### config.mk
export PLATFORM = sky130hd
export DESIGN_NAME = fetch_unit
export DESIGN_NICKNAME = d
export VERILOG_FILES = /design/src/rtl/fetch_pkg.sv /design/src/rtl/fetch_prefetch_buf.sv /design/src/rtl/fetch_unit.sv
export SDC_FILE = /design/constraint.sdc
export NUM_CORES = 1
export LEC_CHECK = 0
export ABC_CLOCK_PERIOD_IN_PS = 6200
export BUFFER_PORTS_ARGS = -buffer_cell sky130_fd_sc_hd__buf_4
export CAP_MARGIN = 30
export CORE_MARGIN = 2
export CORE_UTILIZATION = 40
export DETAILED_ROUTE_END_ITERATION = 16
export PLACE_DENSITY_LB_ADDON = 0.25
export SYNTH_ARGS = -nofsm -noshare
export SYNTH_HDL_FRONTEND = slang
export SYNTH_SLANG_ARGS = --single-unit
### constraint.sdc
create_clock -name clk -period 6.2 [get_ports clk]
set_clock_uncertainty 0.1 [all_clocks]
set_input_delay 0.31 -clock clk [delete_from_list [all_inputs] [get_ports clk]]
set_output_delay 0.31 -clock clk [all_outputs]
set_load 0.005 [all_outputs]
### src/rtl/fetch_pkg.sv
// fetch_pkg: shared types, constants and PC helpers for the fetch stage.
package fetch_pkg;

    typedef enum logic [1:0] {
        IDLE    = 2'd0,
        REQ     = 2'd1,
        WAIT    = 2'd2,
        DELIVER = 2'd3
    } fetch_state_e;

    localparam logic [31:0] FETCH_RESET_PC = 32'h0000_0000;
    localparam logic [31:0] PC_INCR        = 32'd4;

    // Wide enough to hold IMEM_LATENCY-1 for latencies 1..4.
    localparam int unsigned LAT_CNT_W = 2;

    // Byte address -> 30-bit word address.
    function automatic logic [29:0] pc_word(input logic [31:0] byte_pc);
        return 30'(byte_pc >> 2);
    endfunction

    // Force a byte address onto a word boundary.
    function automatic logic [31:0] pc_align(input logic [31:0] byte_pc);
        return byte_pc & ~32'd3;
    endfunction

endpackage

### src/rtl/fetch_prefetch_buf.sv
// fetch_prefetch_buf: one-entry speculative fetch buffer with in-flight
// tracking. Only built when FETCH_PREFETCH_EN is defined.
`ifdef FETCH_PREFETCH_EN
module fetch_prefetch_buf
    import fetch_pkg::*;
#(
    parameter int unsigned LATENCY = 2
) (
    input  logic        clk,
    input  logic        rst,
    input  logic        issue_i,
    input  logic [31:0] issue_pc_i,
    input  logic        flush_i,
    input  logic        consume_i,
    input  logic [31:0] rdata_i,
    output logic        valid_o,
    output logic [31:0] pc_o,
    output logic [31:0] data_o,
    output logic        inflight_o,
    output logic        land_o
);

    localparam logic [LAT_CNT_W-1:0] LAT_LOAD = LAT_CNT_W'(LATENCY - 1);

    logic                 valid_q, valid_d;
    logic                 inflight_q, inflight_d;
    logic [31:0]          pc_q, pc_d;
    logic [31:0]          data_q, data_d;
    logic [LAT_CNT_W-1:0] cnt_q, cnt_d;

    // Read data arrives this cycle for the outstanding speculative read.
    assign land_o     = inflight_q && (cnt_q == '0) && !flush_i;
    assign valid_o    = valid_q;
    assign pc_o       = pc_q;
    assign data_o     = data_q;
    assign inflight_o = inflight_q;

    // Buffer next-state: flush beats issue; a landing read consumed in the
    // same cycle is handed straight through and never marked valid.
    always_comb begin
        valid_d    = valid_q;
        inflight_d = inflight_q;
        pc_d       = pc_q;
        data_d     = data_q;
        cnt_d      = cnt_q;
        if (flush_i) begin
            valid_d    = 1'b0;
            inflight_d = 1'b0;
        end else if (issue_i) begin
            valid_d    = 1'b0;
            inflight_d = 1'b1;
            pc_d       = issue_pc_i;
            cnt_d      = LAT_LOAD;
        end else if (inflight_q) begin
            if (cnt_q == '0) begin
                inflight_d = 1'b0;
                valid_d    = !consume_i;
                data_d     = rdata_i;
            end else begin
                cnt_d = cnt_q - LAT_CNT_W'(1);
            end
        end else if (consume_i) begin
            valid_d = 1'b0;
        end
    end

    // Buffer state registers.
    always_ff @(posedge clk or posedge rst) begin
        if (rst) begin
            valid_q    <= 1'b0;
            inflight_q <= 1'b0;
            pc_q       <= '0;
            data_q     <= '0;
            cnt_q      <= '0;
        end else begin
            valid_q    <= valid_d;
            inflight_q <= inflight_d;
            pc_q       <= pc_d;
            data_q     <= data_d;
            cnt_q      <= cnt_d;
        end
    end

endmodule
`endif

### src/rtl/fetch_unit.sv
// fetch_unit: instruction fetch stage. Computes the next PC on each enable
// pulse, reads instruction memory and presents pc/command with a one-cycle
// done pulse. Define FETCH_PREFETCH_EN for a one-entry sequential prefetch.
module fetch_unit
    import fetch_pkg::*;
#(
    parameter logic [31:0] RESET_PC     = FETCH_RESET_PC,
    parameter int unsigned IMEM_LATENCY = 2,
    parameter int unsigned IMEM_ADDR_W  = 15
) (
    input  logic                   clk,
    input  logic                   rst,
    input  logic                   enable,
    input  logic                   redirect,
    input  logic [31:0]            redirect_pc,
    output logic                   done,
    output logic [31:0]            pc,
    output logic [31:0]            command,
    output logic                   busy,
    output logic                   imem_en,
    output logic [IMEM_ADDR_W-1:0] imem_addr,
    input  logic [31:0]            imem_rdata
);

    localparam logic [LAT_CNT_W-1:0] LAT_LOAD = LAT_CNT_W'(IMEM_LATENCY - 1);

    fetch_state_e           state_q, state_d;
    logic                   first_q, first_d;
    logic [31:0]            fetch_pc_q, fetch_pc_d;
    logic [31:0]            pc_q, pc_d;
    logic [31:0]            cmd_q, cmd_d;
    logic [IMEM_ADDR_W-1:0] addr_q, addr_d;
    logic [LAT_CNT_W-1:0]   cnt_q, cnt_d;
    logic [31:0]            next_pc;
    logic                   accept;

    // Hooks shared by both builds: buffer hit, join of an in-flight read,
    // and the condition/PC that ends the WAIT state.
    logic                   pf_hit, pf_join, wait_done;
    logic [31:0]            hit_pc, hit_data, wait_pc;

    assign accept = (state_q == IDLE) && enable;

    // Next fetch address: reset vector once, then redirect target or pc+4.
    always_comb begin
        if (first_q) begin
            next_pc = RESET_PC;
        end else if (redirect) begin
            next_pc = pc_align(redirect_pc);
        end else begin
            next_pc = pc_q + PC_INCR;
        end
    end

`ifdef FETCH_PREFETCH_EN
    logic        pf_seq, pf_valid, pf_inflight, pf_land;
    logic        pf_issue, pf_flush, pf_consume;
    logic [31:0] pf_pc, pf_data;
    logic        pf_wait_q, pf_wait_d;

    // A landing read counts as a hit so the join path can never miss it.
    assign pf_seq     = !first_q && !redirect;
    assign pf_hit     = pf_seq && (pf_valid || pf_land);
    assign pf_join    = pf_seq && !pf_valid && !pf_land && pf_inflight;
    assign hit_pc     = pf_pc;
    assign hit_data   = pf_valid ? pf_data : imem_rdata;
    assign wait_done  = pf_wait_q ? pf_land : (cnt_q == '0);
    assign wait_pc    = pf_wait_q ? pf_pc : fetch_pc_q;
    assign pf_issue   = (state_q == DELIVER);
    assign pf_flush   = accept && !pf_seq;
    assign pf_consume = (accept && pf_hit) || ((state_q == WAIT) && pf_wait_q && pf_land);

    // Track whether WAIT is waiting on the prefetch rather than a demand read.
    always_comb begin
        pf_wait_d = pf_wait_q;
        if (accept) begin
            pf_wait_d = pf_join;
        end else if ((state_q == WAIT) && wait_done) begin
            pf_wait_d = 1'b0;
        end
    end

    // Join flag register.
    always_ff @(posedge clk or posedge rst) begin
        if (rst) begin
            pf_wait_q <= 1'b0;
        end else begin
            pf_wait_q <= pf_wait_d;
        end
    end

    fetch_prefetch_buf #(
        .LATENCY (IMEM_LATENCY)
    ) u_pf_buf (
        .clk        (clk),
        .rst        (rst),
        .issue_i    (pf_issue),
        .issue_pc_i (pc_q + PC_INCR),
        .flush_i    (pf_flush),
        .consume_i  (pf_consume),
        .rdata_i    (imem_rdata),
        .valid_o    (pf_valid),
        .pc_o       (pf_pc),
        .data_o     (pf_data),
        .inflight_o (pf_inflight),
        .land_o     (pf_land)
    );
`else
    assign pf_hit    = 1'b0;
    assign pf_join   = 1'b0;
    assign hit_pc    = '0;
    assign hit_data  = '0;
    assign wait_done = (cnt_q == '0);
    assign wait_pc   = fetch_pc_q;
`endif

    // FSM state register.
    always_ff @(posedge clk or posedge rst) begin
        if (rst) begin
            state_q <= IDLE;
        end else begin
            state_q <= state_d;
        end
    end

    // FSM next-state logic; enable outside IDLE is ignored.
    always_comb begin
        state_d = state_q;
        case (state_q)
            IDLE: begin
                if (enable) begin
                    if (pf_hit) begin
                        state_d = DELIVER;
                    end else if (pf_join) begin
                        state_d = WAIT;
                    end else begin
                        state_d = REQ;
                    end
                end
            end
            REQ:     state_d = WAIT;
            WAIT:    if (wait_done) state_d = DELIVER;
            DELIVER: state_d = IDLE;
            default: state_d = IDLE;
        endcase
    end

    // FSM outputs.
    always_comb begin
        done = (state_q == DELIVER);
        busy = (state_q == REQ) || (state_q == WAIT);
`ifdef FETCH_PREFETCH_EN
        imem_en = (state_q == REQ) || pf_issue;
`else
        imem_en = (state_q == REQ);
`endif
    end

    // Datapath next-state: latch fetch address, count latency, capture data.
    always_comb begin
        first_d    = first_q;
        fetch_pc_d = fetch_pc_q;
        pc_d       = pc_q;
        cmd_d      = cmd_q;
        addr_d     = addr_q;
        cnt_d      = cnt_q;
        case (state_q)
            IDLE: begin
                if (enable) begin
                    first_d = 1'b0;
                    if (pf_hit) begin
                        pc_d  = hit_pc;
                        cmd_d = hit_data;
                    end else if (!pf_join) begin
                        fetch_pc_d = next_pc;
                        addr_d     = IMEM_ADDR_W'(pc_word(next_pc));
                    end
                end
            end
            REQ: cnt_d = LAT_LOAD;
            WAIT: begin
                if (wait_done) begin
                    pc_d  = wait_pc;
                    cmd_d = imem_rdata;
                end else begin
                    cnt_d = cnt_q - LAT_CNT_W'(1);
                end
            end
            default: ;
        endcase
`ifdef FETCH_PREFETCH_EN
        // The speculative read is issued in DELIVER, so its address is staged here.
        if (state_d == DELIVER) begin
            addr_d = IMEM_ADDR_W'(pc_word(pc_d + PC_INCR));
        end
`endif
    end

    // Datapath registers.
    always_ff @(posedge clk or posedge rst) begin
        if (rst) begin
            first_q    <= 1'b1;
            fetch_pc_q <= RESET_PC;
            pc_q       <= RESET_PC;
            cmd_q      <= '0;
            addr_q     <= '0;
            cnt_q      <= '0;
        end else begin
            first_q    <= first_d;
            fetch_pc_q <= fetch_pc_d;
            pc_q       <= pc_d;
            cmd_q      <= cmd_d;
            addr_q     <= addr_d;
            cnt_q      <= cnt_d;
        end
    end

    assign pc        = pc_q;
    assign command   = cmd_q;
    assign imem_addr = addr_q;

    // An enable pulse during a fetch is dropped; make controller bugs visible.
    assert property (@(posedge clk) disable iff (rst) busy |-> !enable)
        else $warning("fetch_unit: enable pulse arrived while busy and was dropped");

endmodule

# --- Yosys cells after proc, flatten, opt, wreduce, memory -nomap -nowiden ---
# Cells that the tools add are included.
# W data, S select, Z words.
classes:
  n_eq_ne: 6
  mux: 7
  n_reduce_logical: 8
  add_sub_neg: 2
ops:
  columns: ["operator", "n"]
  rows:
  - ["$mux W32", 2]
  - ["$add A32 B3 Y32 const B", 1]
  - ["$pmux W2 S4", 1]
  - ["$reduce_and A2 Y1", 4]
  - ["$mux W2", 3]
  - ["$ne A2 B2 Y1 const B", 3]
  - ["$eq A2 B2 Y1 const B", 2]
  - ["$logic_not A2 Y1", 2]
  - ["$pmux W2 S2", 1]
  - ["$eq A2 B1 Y1 const B", 1]
  - ["$reduce_bool A2 Y1", 1]
  - ["$sub A2 B1 Y2 const B", 1]
  - ["$logic_or A1 B1 Y1", 1]
word_totals:
  inputBits: 68
  word_cells: 30
  reg_bits: 116
  output_inout_bits: 82

# --- Logic depth before layout (Yosys ltp) ---
logic_depth:
  depth_word: 3
  ltp_mapped: 7
  ltp_nobuf: 6

# --- Worst setup path before layout ---
# OpenSTA, ideal clock, no wires.
synth_path:
  path_kind: "reg-to-reg"
  start: "reg state_q[0]"
  end: "reg cmd_q[10] (netlist: command[10])"
  slack_ns: 4.340
  period_less_slack_ns: 1.860
  arrival_time_ns: 1.635
  path_stages_with_launch: 7
  setup_time_ns: 0.125
  n_path_buf: 2
  required_ns: 5.975
  cell_sequence: "dfrtp_1 inv_1 ha_1 nand2_1 clkbuf_1 buf_2 mux2_2"
synth_between:
  elab_chain_len: 2
synth_rtl:
  columns: ["item", "line", "text"]
  rows:
  - ["from (decl)", "fetch_unit.sv:27", "fetch_state_e state_q, state_d;"]
  - ["from (signal assigned)", "fetch_unit.sv:122", "state_q <= state_d;"]
  - ["$eq A2 B2 Y1", "fetch_unit.sv:167", "case (state_q)"]
  - ["$reduce_and A2 Y1 (no line)", null, null]
  - ["to (signal assigned)", "fetch_unit.sv:212", "cmd_q <= cmd_d;"]
  - ["to (decl)", "fetch_unit.sv:31", "logic [31:0] cmd_q, cmd_d;"]
# No other way between the ends.
# A chain may end at the register's enable or synchronous reset.

# --- Final worst setup path ---
layout_path:
  start: "reg state_q[0]"
  end: "reg fetch_pc_q[28]"
layout_between:
  elab_chain_len: 2
layout_rtl:
  columns: ["item", "line", "text"]
  rows:
  - ["$logic_not A2 Y1", "fetch_unit.sv:167", null]
  - ["$reduce_and A2 Y1 (no line)", null, null]
  - ["to (signal assigned)", "fetch_unit.sv:210", "fetch_pc_q <= fetch_pc_d;"]
  - ["to (decl)", "fetch_unit.sv:29", "logic [31:0] fetch_pc_q, fetch_pc_d;"]
# No other way between the ends.

==> metrics.txt <==
status finished, final reports clean; net count after synthesis 475; vias per inst slightly above 5; Max VDD drop 281 uV; Layout fillers 1047; number of nets in the final layout 608; post-DR wirelength/cell approximately 17 um; input/output buffers 147; vias in the first global route 3547; FF+latch area 0.00253 sq mm; register area share after synthesis a little over half; relative slew slack 41.3%; first-pass GRT wire length roughly 18000 um; syn avg cell area roughly 12 sq um; Leakage 2.96 nW; setup TNS 0 ps; endpoint class of the critical path flip-flop; DRT antenna net count 0; clock transition at the registers of the reported paths approximately 70 ps; # IOs 150; Synth cell types 38; area of the multi-input gates 0.00198 sq mm; Cells after DPL 663; Cell Area, Synth between 0.004 and 0.005 sq mm; H-tree levels 3; drc violations 0; # rows 39; DRT Pass-1 Iters 4; Reg2Reg Depth 7; total die area 0.0127 sq mm; grt ovf 0; Req. time, crit path 6360 ps; Syn. warnings 0; cell taking the most area after synthesis dfrtp_1; DR vias 3495; Synth Register Bits 101; crit path to fetch_pc_q[28]; pin count of the biggest net entering global routing 76; Final GP Congestion roughly 0.75; final setup vio count 0; Reg2Reg Setup Slack 3070 ps; ratio of cells with drive above 1 in the final layout between 40% and 50%; initial antenna violation count 0; Total Wirelength approximately 11000 um; core region area 0.0115 sq mm; critical path type reg -> reg; Max Fanout on Critical Path 22; pwr/cell area about 450 mW/mm^2; reg-to-reg startpoint state_q[0]; Worst Hold Class in -> reg; Worst-Margin Slew 878 ps; hold wc startpoint redirect_pc[24]; die height 113 um; clock period minus worst slack 3130 ps; crit path from state_q[0]; RR Endpoint fetch_pc_q[28]; largest buffer count on any clock path 2; CTS Sinks a little over 100; Area Growth Syn to Fin 31.0%; DRT iter0 DRCs 251; Setup Fix Bufs, Post-CTS 0; Post-Synthesis Cells 400; CTS buffer count 9; final hold vios 0; Fmax 320 MHz; antenna fix cells 0; Initial Util 41.1%; CP arrival 3290 ps; dominant cells by area after synthesis dfrtp_1 53%, mux2_2 15%, xor2_1 3.9%; CTS tree done; Non-Filler Instances approximately 680; Clk Tree Root Cell clkbuf_16; DIE WIDTH approximately 110 um; gr usage total ~18%; period utilization between 50% and 60%; DP HPWL roughly 8000 um; Startpoint Class flip-flop; Synth top area share a little over half; Pins Over Slew Limit 0; clk_lat worst skew around 350 ps; Max-Cap Viols 0; RSZ-0062 raised after global routing no
through the flow:
step                      hold WS, ps  setup WS, ps  instance area (sq um)  util (%)  total power [mW]
final                            84.8          3070                   6180      53.9              2.75
after floorplan                   346          3140                   4720         -              1.73
after CTS                        71.1          3010                   6150      53.6              2.79
after global routing             70.4          2660                   6180      53.9              2.96
after detailed placement          214          3030                   5860      51.1              2.24
after global placement            208          3100                   5860      51.1              2.20
cell families (layout without fill, tap and decap cells):
logic type,Yosys count,in the layout,synth area share [%]
flops,101,101,53.6
simple gates,89,89,10.1
compound gates,71,71,9.47
mux,65,65,15.5
buf+inv,41,179,4.64
xor+xnor,26,26,4.83
fa+ha+maj,7,7,1.86
cell type report:
type | count | area share [%]
multi-input cells | 258 | 32.0
repair buffers | 153 | 19.0
clock buffers | 10 | 3.87
flip-flops and latches | 101 | 40.9
clock inverters | 6 | 0.709
well taps | 143 | 2.90
inverters | 10 | 0.648
placed cells by master (no fill, tap or decap), types with 2 or more instances in the layout:
cell type and instances:
a22oi_1 16, clkinv_2 2, a21oi_1 10, dfrtp_1 100
ha_1 7, inv_1 9, nand3_1 12, nand4_1 11
o21ai_1 4, xnor2_1 5, o41ai_1 4, and2_1 3
nor3_1 3, buf_4 151, and4_1 2, o21ai_0 28
clkbuf_16 9, mux2_2 64, and3_1 4, inv_6 3
nand2_1 25, xor2_1 21, nor2_1 20, a22o_1 3
state kept, by name, summed over array words and instances (netlist names):
signal and cells:
pc 32, state_q 2, first_q 1, cnt_q 2
fetch_pc_q 32, command 32
critical path, stage by stage (launching register included):
cell	delay [ps]
dfrtp_1	420
inv_1	120
ha_1	170
nand2_1	500
buf_4	450
nor2_1	490
nand2_1	460
o21ai_0	310
cell usage after synthesis:
cell        n
nand3_2     1
and2_1      3
dfrtp_1   100
nand3_1    12
nor2b_1     1
xnor2_1     5
buf_4      15
a22o_2      1
nand4_4     1
inv_1      10
ha_1        7
a22o_1      3
o21ai_1     4
nor3_4      1
xor2_1     21
clkbuf_1    9
a41o_1      1
o21ai_0    28
nor4_4      1
nand2_1    26
o32a_1      1
nor2_1     20
and3_1      4
o41ai_1     4
nand4_1    11
or2_2       1
a21o_1      1
a21o_2      1
a22oi_1    16
and4_1      2
dfstp_2     1
nor4_2      1
a21oi_1    10
mux2i_1     1
nor3_1      4
buf_2       7
a32oi_1     1
mux2_2     64
routing by layer:
layer / global-route usage, % / vias to the layer above / wire length [um]
met4: 4.80 / 0 / 80
li1: - / 1675 / -
met3: 6.26 / 6 / 601
met2: 30.9 / 69 / 5810
met1: 22.6 / 1745 / 4760
met5: 0 / - / 0
worst min-delay path by stage:
stage          cells after the start             end
2_1_floorplan                      2  fetch_pc_q[18]
3_3_place_gp                       2      command[7]
3_5_place_dp                       2      command[7]
4_1_cts                            3  fetch_pc_q[24]
5_1_grt                            2     command[27]
6_report                           3  fetch_pc_q[24]
where the power goes:
| group | switching, mW | leakage (nW) | internal, mW |
|---|---|---|---|
| Sequential | 0.258 | 1.26 | 0.947 |
| Combinational | 0.391 | 1.56 | 0.619 |
| Clock | 0.252 | 0.140 | 0.286 |
| Total | 0.900 | 2.96 | 1.85 |
timing repair:
action | in CTS | in global routing
hold buffers | 1 | 0
hold endpoints to repair | 26 | 0
gates resized for setup | 0 | 0
No activity file was read; power rests on OpenSTA's default activity.
